File: config.mk
export PLATFORM = sky130hd
export DESIGN_NAME = audio_pcm_unpacker_flat
export DESIGN_NICKNAME = d
export VERILOG_FILES = /design/src/rtl/audio_pcm_unpacker_if.sv /design/src/rtl/audio_pcm_unpacker.sv /design/src/flat_wrapper.sv
export SDC_FILE = /design/constraint.sdc
export NUM_CORES = 1
export LEC_CHECK = 0
export ABC_AREA = 1
export CELL_PAD_IN_SITES_DETAIL_PLACEMENT = 0
export CELL_PAD_IN_SITES_GLOBAL_PLACEMENT = 2
export CORE_MARGIN = 3
export CORE_UTILIZATION = 33
export DETAILED_ROUTE_END_ITERATION = 7
export PLACE_DENSITY_LB_ADDON = 0.2
export SLEW_MARGIN = 10
export SYNTH_ARGS = -nofsm -noshare
export SYNTH_HDL_FRONTEND = slang
export SYNTH_SLANG_ARGS = --single-unit
export TNS_END_PERCENT = 5
File: constraint.sdc
create_clock -name clk -period 3.2 [get_ports clk]
set_clock_uncertainty 0.2 [all_clocks]
set_input_delay 0.64 -clock clk [delete_from_list [all_inputs] [get_ports clk]]
set_output_delay 0.64 -clock clk [all_outputs]
set_load 0.01 [all_outputs]
File: src/rtl/audio_pcm_unpacker_if.sv
// rtl/audio_pcm_unpacker_if.sv - byte FIFO read port between audio FIFO and PCM unpacker
interface audio_pcm_unpacker_if;
  logic [7:0] fifo_rddata;
  logic       fifo_empty;
  logic       fifo_rd_en;

  modport master (input fifo_rddata, input fifo_empty, output fifo_rd_en);
  modport slave  (output fifo_rddata, output fifo_empty, input fifo_rd_en);
endinterface

File: src/rtl/audio_pcm_unpacker.sv
// rtl/audio_pcm_unpacker.sv - pulls 1/2/2/4 bytes per sample tick and assembles signed 16-bit L/R
module audio_pcm_unpacker (
  input  logic                         clk,
  input  logic                         rst,
  input  logic                         i_sample_tick,
  input  logic                         i_mode_16bit,
  input  logic                         i_mode_stereo,
  audio_pcm_unpacker_if.master         fifo,
  output logic [15:0]                  o_left,
  output logic [15:0]                  o_right,
  output logic                         o_sample_valid,
  output logic                         o_underrun,
  output logic                         o_tick_missed
);

  typedef enum logic [1:0] {S_IDLE, S_FETCH, S_GAP, S_DONE} state_t;

  state_t          r_state;
  state_t          w_next;
  logic            r_empty_q;
  logic            r_m16;
  logic            r_mst;
  logic            r_uflag;
  logic [1:0]      r_idx;
  logic [3:0][7:0] r_slot;
  logic            w_pop;
  logic [1:0]      w_last;
  logic [15:0]     w_left;
  logic [15:0]     w_right;

  // index of the final byte of the frame: nbytes-1 for 1/2/2/4 bytes
  assign w_last = {r_m16 & r_mst, r_m16 | r_mst};

  always_comb begin
    w_next = r_state;
    w_pop  = 1'b0;
    case (r_state)
      S_IDLE:  if (i_sample_tick) w_next = S_FETCH;
      S_FETCH: begin
        if (fifo.fifo_empty) begin
          w_next = S_DONE;
        end else if (!r_empty_q) begin
          w_pop  = 1'b1;
          w_next = (r_idx == w_last) ? S_DONE : S_GAP;
        end
      end
      S_GAP:   w_next = S_FETCH;
      S_DONE:  w_next = S_IDLE;
      default: w_next = S_IDLE;
    endcase
  end

  assign fifo.fifo_rd_en = w_pop;

  // 8-bit samples sit in the MSBs; mono duplicates left onto right
  always_comb begin
    w_left  = r_m16 ? {r_slot[1], r_slot[0]} : {r_slot[0], 8'h00};
    w_right = w_left;
    if (r_mst) w_right = r_m16 ? {r_slot[3], r_slot[2]} : {r_slot[1], 8'h00};
  end

  always_ff @(posedge clk or posedge rst) begin
    if (rst) begin
      r_state        <= S_IDLE;
      r_empty_q      <= 1'b1;
      r_m16          <= 1'b0;
      r_mst          <= 1'b0;
      r_uflag        <= 1'b0;
      r_idx          <= 2'd0;
      r_slot         <= '0;
      o_left         <= 16'h0000;
      o_right        <= 16'h0000;
      o_sample_valid <= 1'b0;
      o_underrun     <= 1'b0;
      o_tick_missed  <= 1'b0;
    end else begin
      r_state        <= w_next;
      r_empty_q      <= fifo.fifo_empty;
      o_tick_missed  <= i_sample_tick && (r_state != S_IDLE);
      o_sample_valid <= (r_state == S_DONE);
      o_underrun     <= (r_state == S_DONE) && r_uflag;
      case (r_state)
        S_IDLE: begin
          if (i_sample_tick) begin
            r_m16   <= i_mode_16bit;
            r_mst   <= i_mode_stereo;
            r_idx   <= 2'd0;
            r_uflag <= 1'b0;
          end
        end
        S_FETCH: begin
          if (fifo.fifo_empty) begin
            r_uflag <= 1'b1;
          end else if (w_pop) begin
            r_slot[r_idx] <= fifo.fifo_rddata;
            r_idx         <= r_idx + 2'd1;
          end
        end
        S_DONE: begin
          o_left  <= r_uflag ? 16'h0000 : w_left;
          o_right <= r_uflag ? 16'h0000 : w_right;
        end
        default: ;
      endcase
    end
  end

endmodule

File: src/flat_wrapper.sv
// flat-port wrapper written by rule: the top's interface ports become plain ports
module audio_pcm_unpacker_flat 
  (clk, rst, i_sample_tick, i_mode_16bit, i_mode_stereo, o_left, o_right, o_sample_valid, o_underrun, o_tick_missed, fifo_fifo_rddata, fifo_fifo_empty, fifo_fifo_rd_en);
  audio_pcm_unpacker_if fifo_i ();
  input  logic clk;
  input  logic rst;
  input  logic i_sample_tick;
  input  logic i_mode_16bit;
  input  logic i_mode_stereo;
  output logic [15:0] o_left;
  output logic [15:0] o_right;
  output logic o_sample_valid;
  output logic o_underrun;
  output logic o_tick_missed;
  input wire logic [$bits(fifo_i.fifo_rddata)-1:0] fifo_fifo_rddata;
  input wire logic [$bits(fifo_i.fifo_empty)-1:0] fifo_fifo_empty;
  output wire logic [$bits(fifo_i.fifo_rd_en)-1:0] fifo_fifo_rd_en;
  assign fifo_i.fifo_rddata = fifo_fifo_rddata;
  assign fifo_i.fifo_empty = fifo_fifo_empty;
  assign fifo_fifo_rd_en = fifo_i.fifo_rd_en;
  audio_pcm_unpacker u_core (.clk(clk), .rst(rst), .i_sample_tick(i_sample_tick), .i_mode_16bit(i_mode_16bit), .i_mode_stereo(i_mode_stereo), .fifo(fifo_i), .o_left(o_left), .o_right(o_right), .o_sample_valid(o_sample_valid), .o_underrun(o_underrun), .o_tick_missed(o_tick_missed));
endmodule
Yosys cells after proc, flatten, opt, wreduce, memory -nomap -nowiden
Index checks and enable logic that the tools add are counted.
W data, S select, Z words.
Word-level totals
  input port bits: 14
  output and inout port bits: 36
  flip-flop bits (word level): 75
Cells by class
  order comparisons: 2
  eq/ne operators: 9
  $add $sub $neg: 1
  bitwise gates (word level): 3
  reduce and logical (&&, ||, !) cells: 11
  muxes and demuxes: 23
Operators with widths (count)
  $mux W16: 5
  $bwmux W32: 1
  $demux W8 S2: 1
  $mux W2: 6
  $mux W8: 1
  $ne A2 B2 Y1 const B: 4
  $pmux W2 S4: 1
  $mux W1: 6
  $reduce_and A3 Y1: 2
  $eq A2 B2 Y1 const B: 2
  $pmux W2 S2: 1
  $reduce_and A2 Y1: 2
  $reduce_and A4 Y1: 1
  $reduce_bool A2 Y1: 2
  $logic_and A1 B1 Y1: 3
  $lt A2 B3 Y1 const B: 1
  $ne A3 B3 Y1 const B: 1
  $add A2 B1 Y2 const B: 1
  $eq A2 B1 Y1 const B: 1
  $eq A2 B2 Y1: 1
  $ge A2 B1 Y1 const B: 1
  $logic_not A2 Y1: 1
  $pmux W1 S2: 1
  $and A1 B1 Y1: 1
  2 further kinds: 2

Depth between registers and ports, before layout
Gate-level depths: netlist of the first run.
  depth after elaboration: 6
  gate-level depth with buffers: 8
  gate-level depth less buffers: 7

Worst setup path before layout of the first run
Ideal clock, no wire load.
  path kind: input to output
  start point: input port fifo_fifo_empty
  end point: output port fifo_fifo_rd_en
  required time: 2.360 ns
  path buffers: 0
  slack: 1.428 ns
  stages on the path: 3
  arrival time: 0.932 ns
  path through: nor2_1 nand2_2 clkinv_4
Between the ends
  longest elaborated chain between the ends: 2
RTL lines
  start: declaration: RTL line flat_wrapper.sv:16  | input wire logic [$bits(fifo_i.fifo_empty)-1:0] fifo_fifo_empty;
  $mux W1: RTL line audio_pcm_unpacker.sv:40  | if (fifo.fifo_empty) begin
  $mux W1: RTL line audio_pcm_unpacker.sv:37  | case (r_state)
  end: declaration: RTL line flat_wrapper.sv:17  | output wire logic [$bits(fifo_i.fifo_rd_en)-1:0] fifo_fifo_rd_en;
Every way passes these cells.

Worst setup path in the final report of the first run
Same ends and word-level chain as after synthesis.

==> impl_metrics.toml, run 1 <==
[synthesis]
avgSynthCellArea_um2 = 9.13
synth_warnings = 0
ys_ff_latch = 75
netlist_area_um2 = 3300
synth_top_cell_area_share = 0.562
synthTopCellsByCount = "nand2_1, dfrtp_1, o21ai_1"
ys_types = 26
netlist_top_cells_area = "dfrtp_1, nand2_1, o21ai_1, nand3_1, inv_1"
yosys.area.top_type = "dfrtp_1"
synthCells = 361
async_flop_share = 1.00
ys.flop_type = "dfrtp_1"
synth_edf_count = 0
ys_seq_area_frac = 0.570
synth_fp_nets = 379
synth_most_common_cell = "nand2_1"

[timing]
worst_slew_margin_rel = 0.538
hold_viol = 0
max_freq_mhz = 352
worst_hold_slack_ns = 0.279
final.period_utilization = 0.887
fin_tns_setup_ns = 0
fin_crit_ns = 2.84
slew_violations = 0
rsz0062_at_grt = "false"
tightest_slew_ns = 0.692
setup_violations = 0

[floorplanning]
die_area_um2 = 11200
row_count = 35
core_um2 = 9460
ios = 50
initial_core_util = 0.349
die_h_um = 106
fp.dieW_um = 106

[cells_and_area]
utilization = 0.442
multiInputGateArea_um2 = 1190
diodes = 0
drive_above_1_share = 0.112
num-fill-cells = 965
regArea_um2 = 1880
area_delta_synth_final_pct = 26.9
final_nets = 434

[critical_path]
crit_buf_inv = 3
cp_max_fo = 5
cp-start-kind = "input port"
critical_path_class = "input port to primary output"
max_stage_delay_ns = 0.54
r2r-end = "u_core.o_left[3]"
critPathCapture = "fifo_fifo_rd_en"
reg2reg_from = "u_core.r_state[1]"
cp_common_cell = "clkdlybuf4s50_1"
reg2reg_depth = 7
crit_arrival_ns = 2.00
slowest_stage = "clkdlybuf4s50_1"
critPathLaunch = "fifo_fifo_empty"
cp-end-kind = "primary output"
reg2reg_slack_ns = 1.49
crit_family = "buffers and inverters"
path_depth = 5
cp_data_required_time_ns = 2.36
crit_chain = "clkdlybuf4s50_1, nor2_1, nand2_2, clkinv_4, clkdlybuf4s50_1"

[placed_design]
place_congestion = 0.714
dp_hpwl_um = 5280
io_buffer_count = 49

[routing]
wl_um = 7250
via_count = 2441
final_antenna_net_count = 0
drc_errors = 0
drt_first_iter_violations = 142
vias_per_cell = 4.44
dr.pass1.iters = 4
wl_per_cell_um = 13.2

[global_route]
grt_max_degree = 35
grt_pass1_wl_um = 12200
antenna_found_initial = 0
grt_use_total = 0.138
grt.overflow.total = 0
first_global_vias = 2399

[power_and_ir_drop]
p_leak_nw = 2.02
vdd_drop_max_mv = 0.288
powerDensity_nw_per_um2 = 906

[clock_network]
clock_sinks = 75
cts_tree = "done"
clk_path_buf_depth = 2
cts_resized = 0
root_buffer = "clkbuf_8"
post-cts-setup-buffers = 0
cts_buffers = 9
cts.clk_slew.worst_paths_ns = 0.08
cts_hold_buf = 0
cts_max_level = 3
insertion_delay_ns = 0.34

[status]
status = "completed"

[flow_run]
drv_cap = 0

[hold_path]
hold_path_class = "register to register"
hp-start = "u_core.o_right[11]"
==> power by group <==
part	leakage [nW]	internal (W)	total, W	switching (W)
Sequential	0.992	0.00130	0.00155	0.000249
Clock	0.117	0.000541	0.000880	0.000339
Combinational	0.913	0.000585	0.00136	0.000778
==> kinds of logic after synthesis <==
family,after synthesis,share of synthesized area
flip-flops,75,0.570
buffers and inverters,50,0.0702
adder cells (fa/ha/maj),4,0.0152
AND/OR/NAND/NOR,156,0.208
AO/OA/AOI/OAI,76,0.137
==> layout by cell type (no fill, tap or decap), types with 2 or more instances in the layout <==
master,netlist,final
clkdlybuf4s50_1,0,49
o21ai_0,22,22
o21ai_1,32,32
nor2_1,23,23
nand2_2,2,2
ha_1,4,4
inv_2,2,3
bufinv_16,0,3
nand2_1,98,98
o211ai_1,4,4
dfrtp_1,74,74
clkbuf_8,0,10
o21ai_2,8,8
buf_4,0,8
nor2_4,2,2
clkbuf_1,5,2
a22o_1,8,8
nand3_1,25,25
nand2_4,4,4
inv_1,31,30
==> how the worst min path moves through the flow <==
stage	slack, ns	cells after the start	to
floorplan	0.26	2	u_core.r_slot[16]
global placement	0.26	2	u_core.o_right[13]
detailed placement	0.27	2	u_core.o_right[11]
CTS	0.28	2	u_core.o_right[13]
global route	0.31	2	u_core.r_slot[19]
finish	0.28	2	u_core.o_right[11]
==> layout make-up <==
| cell class | instances | area share |
|---|---|---|
| Sequential cell | 75 | 0.449 |
| Multi-Input combinational cell | 236 | 0.284 |
| Timing Repair Buffer | 58 | 0.136 |
| Tap cell | 129 | 0.0386 |
| Clock buffer | 12 | 0.0347 |
| Inverter | 36 | 0.0341 |
| Clock inverter | 4 | 0.0233 |
==> state kept, by name (all words and copies together), names as in the netlist, 2 cells and up <==
register,count
u_core.o_right,16
u_core.o_left,16
u_core.r_idx,2
u_core.r_slot,32
u_core.r_state,2
==> worst reg2reg max path: cells and delay by family (launching register included) <==
kind                   cells  cell delay (ns)
AOI/OAI and AO/OA          1             0.12
buffers and inverters      3             0.48
DFF                        1             0.47
and+or+nand+nor            3             0.37
==> layer usage <==
layer / up-vias / part of all wire / global-route usage
met3: 6 / 0.051 / 0.0328
met2: 54 / 0.40 / 0.190
met5: - / 0 / 0
met1: 1103 / 0.54 / 0.210
li1: 1278 / - / -
met4: 0 / 0.0079 / 0.0509
==> through the flow <==
| step | worst slack (ns) | power (W) | area [µm²] | std cells |
|---|---|---|---|---|
| global route | 0.269 | 0.00410 | 4180 | 550 |
| floorplan | 0.452 | 0.00240 | 3300 | 361 |
| detailed placement | 0.347 | 0.00295 | 3940 | 534 |
| finish | 0.361 | 0.00379 | 4180 | 550 |
| CTS | 0.349 | 0.00385 | 4180 | 550 |
| global placement | 0.357 | 0.00293 | 3940 | 534 |
Power figures use the tool's default switching activity.
==> inputs of run 2 (changes only) <==
- CORE_MARGIN: 3 -> 2
- GPL_TIMING_DRIVEN: default -> 0
==> run 2 against run 1 <==
Against the previous run: clock power down 29%; cell area down 0.96%; hold slack worse by 0.0014 ns; sequential share of layout area up 0.43 points; cell count up 1.6%; critical path depth unchanged; largest cell class unchanged; setup slack better by 0.018 ns; fmax up 0.63%; die area down 3.7%; highest routed layer unchanged.
==> impl_metrics.toml, run 2 (synthesis gave the netlist of run 1 again) <==
[critical_path]
cp_data_required_time_ns = 2.36
crit_arrival_ns = 1.98
critical_path_class = "input port to primary output"
reg2reg_slack_ns = 1.47
cp-start-kind = "input port"
cp-end-kind = "primary output"
cp_max_fo = 5

[timing]
hold_viol = 0
setup_violations = 0
worst_slew_margin_rel = 0.592
rsz0062_at_grt = "false"
final.period_utilization = 0.882
max_freq_mhz = 354
slew_violations = 0
fin_crit_ns = 2.82
fin_tns_setup_ns = 0
tightest_slew_ns = 0.612

[global_route]
grt.overflow.total = 0
grt_max_degree = 52
grt_pass1_wl_um = 12800
first_global_vias = 2498
antenna_found_initial = 0
grt_use_total = 0.150

[clock_network]
cts_max_level = 3
cts_tree = "done"
insertion_delay_ns = 0.34
clk_path_buf_depth = 2
post-cts-setup-buffers = 0
root_buffer = "clkbuf_8"
cts_resized = 0
cts_hold_buf = 0
clock_sinks = 75
cts.clk_slew.worst_paths_ns = 0.07
cts_buffers = 9

[power_and_ir_drop]
power.switching_w = 0.00140
p_comb_frac = 0.394
clockPowerShare = 0.174
powerDensity_nw_per_um2 = 862
p_leak_nw = 2.00
power_w = 0.00357
pwr-share-seq = 0.432
swShare = 0.392
vdd_drop_max_mv = 0.231
intPower_w = 0.00217

[cells_and_area]
top_register = "u_core.r_slot"
final_common_cell = "nand2_1"
num-fill-cells = 1019
layout_common_cells = "nand2_1, dfrtp_1, clkdlybuf4s50_1"
largest_reg_flops = 32
final_nets = 440
regArea_um2 = 1880
drive_above_1_share = 0.113
multiInputGateArea_um2 = 1190
diodes = 0
area_delta_synth_final_pct = 25.7
utilization = 0.426
reg_top3 = "u_core.r_slot: 32 flops, u_core.o_left: 16 flops, u_core.o_right: 16 flops"

[floorplanning]
ios = 50
fp.dieW_um = 104
die_area_um2 = 10800
initial_core_util = 0.339
die_h_um = 104
core_um2 = 9730
row_count = 36

[placed_design]
dp_hpwl_um = 5680
place_congestion = 0.738
io_buffer_count = 49

[routing]
vias_per_cell = 4.47
wl_per_cell_um = 13.7
final_antenna_net_count = 0
dr.pass1.iters = 4
wl_um = 7660
drt_first_iter_violations = 124
via_count = 2500
drc_errors = 0

[flow_run]
drv_cap = 0

[status]
status = "completed"

[hold_path]
hold_path_class = "register to register"
-- run 2: worst max-delay path, cell delays in order --
cell	delay (ns)
clkdlybuf4s50_1	0.44
nor2_1	0.16
nand2_2	0.10
clkinv_4	0.10
clkdlybuf4s50_1	0.54
-- run 2: metal layers --
metal | vias to the layer above | global-route usage | wire length (µm)
met3 | 12 | 0.0263 | 353
met5 | - | 0 | 0
li1 | 1285 | - | -
met4 | 0 | 0.0560 | 119
met1 | 1151 | 0.218 | 3960
met2 | 52 | 0.222 | 3230
-- run 2: worst paths after layout --
kind / from / to / cells after the start
worst max register to register: u_core.r_m16 / u_core.o_left[6] / 5
max in group asynchronous: rst / u_core.r_empty_q / 3
worst max-delay path: fifo_fifo_empty / fifo_fifo_rd_en / 5
worst min register to register: u_core.o_right[12] / u_core.o_right[12] / 2
min in group asynchronous: rst / u_core.o_sample_valid / 2
worst min-delay path: u_core.o_right[12] / u_core.o_right[12] / 2
-- run 2: layout make-up --
class	instances	area share
flip-flops and latches	75	0.453
multi-input cells	236	0.287
repair buffers	50	0.125
well taps	133	0.0402
inverters	36	0.0350
clock buffers	10	0.0308
plain buffers	14	0.0214
clock inverters	5	0.00755
-- run 2: power groups by stage --
| stage | combinational, W | clock (W) | sequential (W) |
|---|---|---|---|
| final | 0.00141 | 0.000621 | 0.00154 |
| after global placement | 0.00141 | 0 | 0.00155 |
| after floorplan | 0.000836 | 0 | 0.00157 |
| after detailed placement | 0.00143 | 0 | 0.00156 |
| after CTS | 0.00143 | 0.000643 | 0.00154 |
| after global routing | 0.00161 | 0.000676 | 0.00159 |
-- run 2: metrics by stage --
step	cell area (µm²)	worst slack [ns]	hold WS, ns	cells
after global routing	4140	0.311	0.309	559
after floorplan	3300	0.452	0.259	361
after CTS	4140	0.354	0.286	559
final	4140	0.379	0.278	559
after global placement	3950	-0.884	0.263	543
after detailed placement	3980	0.356	0.265	544
==> inputs of run 3 (changes only) <==
- RECOVER_POWER: default -> 100
- SETUP_SLACK_MARGIN: default -> 0.3
==> run 3 against run 2 <==
Against the previous run: fmax down 3.4%; setup slack worse by 0.099 ns; critical path depth unchanged; sequential power about the same; sequential cell count unchanged; combinational power down 11%; clock power down 0.6%; global-route usage unchanged; sequential share of layout area up 1.3 points; via count down 0.60%; hold slack worse by 0.0053 ns; highest routed layer unchanged.
==> impl_metrics.toml, run 3 (synthesis gave the netlist of run 1 again) <==
[power_and_ir_drop]
powerDensity_nw_per_um2 = 847
vdd_drop_max_mv = 0.229
power_w = 0.00341
p_leak_nw = 2.00

[clock_network]
post-cts-setup-buffers = 0
cts.clk_slew.worst_paths_ns = 0.07
cts_buffers = 9
cts_max_level = 3
clk_path_buf_depth = 2
clock_sinks = 75
cts_tree = "done"
root_buffer = "clkbuf_8"
insertion_delay_ns = 0.34
cts_hold_buf = 0
cts_resized = 0

[floorplanning]
core_um2 = 9730
fp.dieW_um = 104
die_h_um = 104
ios = 50
initial_core_util = 0.339
die_area_um2 = 10800
row_count = 36

[routing]
via_count = 2485
wl_per_cell_um = 13.7
dr.pass1.iters = 4
final_antenna_net_count = 0
wl_met1_um = 4070
drt_first_iter_violations = 137
dr_wl_met2_um = 3200
wl_met3_um = 285
drc_errors = 0
vias_per_cell = 4.45
top_layer_used = "met4"
wl_um = 7640

[timing]
worst_slew_margin_rel = 0.218
worst_hold_slack_ns = 0.273
setup_violations = 0
final.period_utilization = 0.913
hold_viol = 0
max_freq_mhz = 342
setup_slack_ns = 0.280
slew_violations = 0
fin_crit_ns = 2.92
rsz0062_at_grt = "false"
tightest_slew_ns = 1.17

[critical_path]
max_stage_delay_ns = 0.57
reg2reg_depth = 5
slowest_stage = "dlygate4sd3_1"
cp-end-kind = "primary output"
crit_arrival_ns = 2.08
crit_chain = "dlygate4sd3_1, nor2_1, nand2_1, clkinv_4, clkdlybuf4s50_1"
cp-start-kind = "input port"
r2r-end = "u_core.o_left[6]"
critPathCapture = "fifo_fifo_rd_en"
reg2reg_from = "u_core.r_m16"
critical_path_class = "input port to primary output"
crit_buf_inv = 3
reg2reg_slack_ns = 0.80
cp_max_fo = 5
critPathLaunch = "fifo_fifo_empty"
path_depth = 5
cp_data_required_time_ns = 2.36
crit_family = "buffers and inverters"

[cells_and_area]
final_common_cell = "nand2_1"
reg_top3 = "u_core.r_slot: 32 flops, u_core.o_left: 16 flops, u_core.o_right: 16 flops"
area_delta_synth_final_pct = 22.2
layout.cells.non_filler = 559
final_nets = 440
top_register = "u_core.r_slot"
drive_above_1_share = 0.0634
layout_common_cells = "nand2_1, dfrtp_1, o21ai_0"
largest_reg_flops = 32
diodes = 0

[global_route]
grt_max_degree = 52
first_global_vias = 2498
antenna_found_initial = 0
grt_pass1_wl_um = 12800
grt.overflow.total = 0
grt_use_total = 0.150

[flow_run]
drv_cap = 0

[placed_design]
place_inst = 544
place_congestion = 0.738
place_ws_ns = 0.356
io_buffer_count = 49
dp_hpwl_um = 5680

[status]
status = "completed"

[hold_path]
hold_path_class = "register to register"
run 3: cell count changes in the layout (fill, tap and decap cells not counted), moves of 6 or more:
cell / previous run / this run
clkdlybuf4s50_1: 49 / 11
dlygate4sd3_1: 0 / 38
o21ai_0: 22 / 52
o21ai_1: 32 / 9
clkbuf_1: 6 / 13
o21ai_2: 8 / 1
nand2_1: 98 / 104
run 3: worst min-delay path by stage:
stage                       startpoint            endpoint  slack, ns  depth (start not counted)
finish              u_core.o_right[12]  u_core.o_right[12]       0.27                          2
global placement    u_core.o_right[12]  u_core.o_right[12]       0.26                          2
detailed placement  u_core.o_right[13]  u_core.o_right[13]       0.27                          2
floorplan            u_core.r_slot[16]   u_core.r_slot[16]       0.26                          2
global route          u_core.o_left[7]    u_core.o_left[7]       0.30                          2
CTS                 u_core.o_right[13]  u_core.o_right[13]       0.29                          2
run 3: power by group:
group | switching (W) | total (W) | internal, W
combinational | 0.000756 | 0.00126 | 0.000506
clock | 0.000342 | 0.000617 | 0.000275
sequential | 0.000236 | 0.00153 | 0.00130
run 3: final cells by class:
type | count | area (µm²)
Fill cell | 1039 | 5700
Inverter | 36 | 144
Sequential cell | 75 | 1880
Buffer | 14 | 55.1
Multi-Input combinational cell | 236 | 1110
Clock buffer | 10 | 128
Clock inverter | 5 | 31.3
Tap cell | 133 | 166
Timing Repair Buffer | 50 | 518
run 3: metal layers:
| layer | GRT usage | vias to the layer above |
|---|---|---|
| met4 | 0.0560 | 0 |
| li1 | - | 1284 |
| met5 | 0 | - |
| met1 | 0.218 | 1143 |
| met2 | 0.222 | 49 |
| met3 | 0.0263 | 9 |
run 3: through the flow:
step,cell area (µm²),utilization,setup TNS (ns)
floorplan,3300,-,0
global placement,3950,0.406,-65.10
detailed placement,3980,0.409,0
CTS,4140,0.426,0
global route,4030,0.414,0
finish,4030,0.414,0
run 3: worst register-to-register path, stage by stage (launching register included):
cell and delay, ns:
dfrtp_1 0.33, clkbuf_1 0.30, clkinv_1 0.35, nor2_1 0.78
inv_4 0.15, o21ai_0 0.20
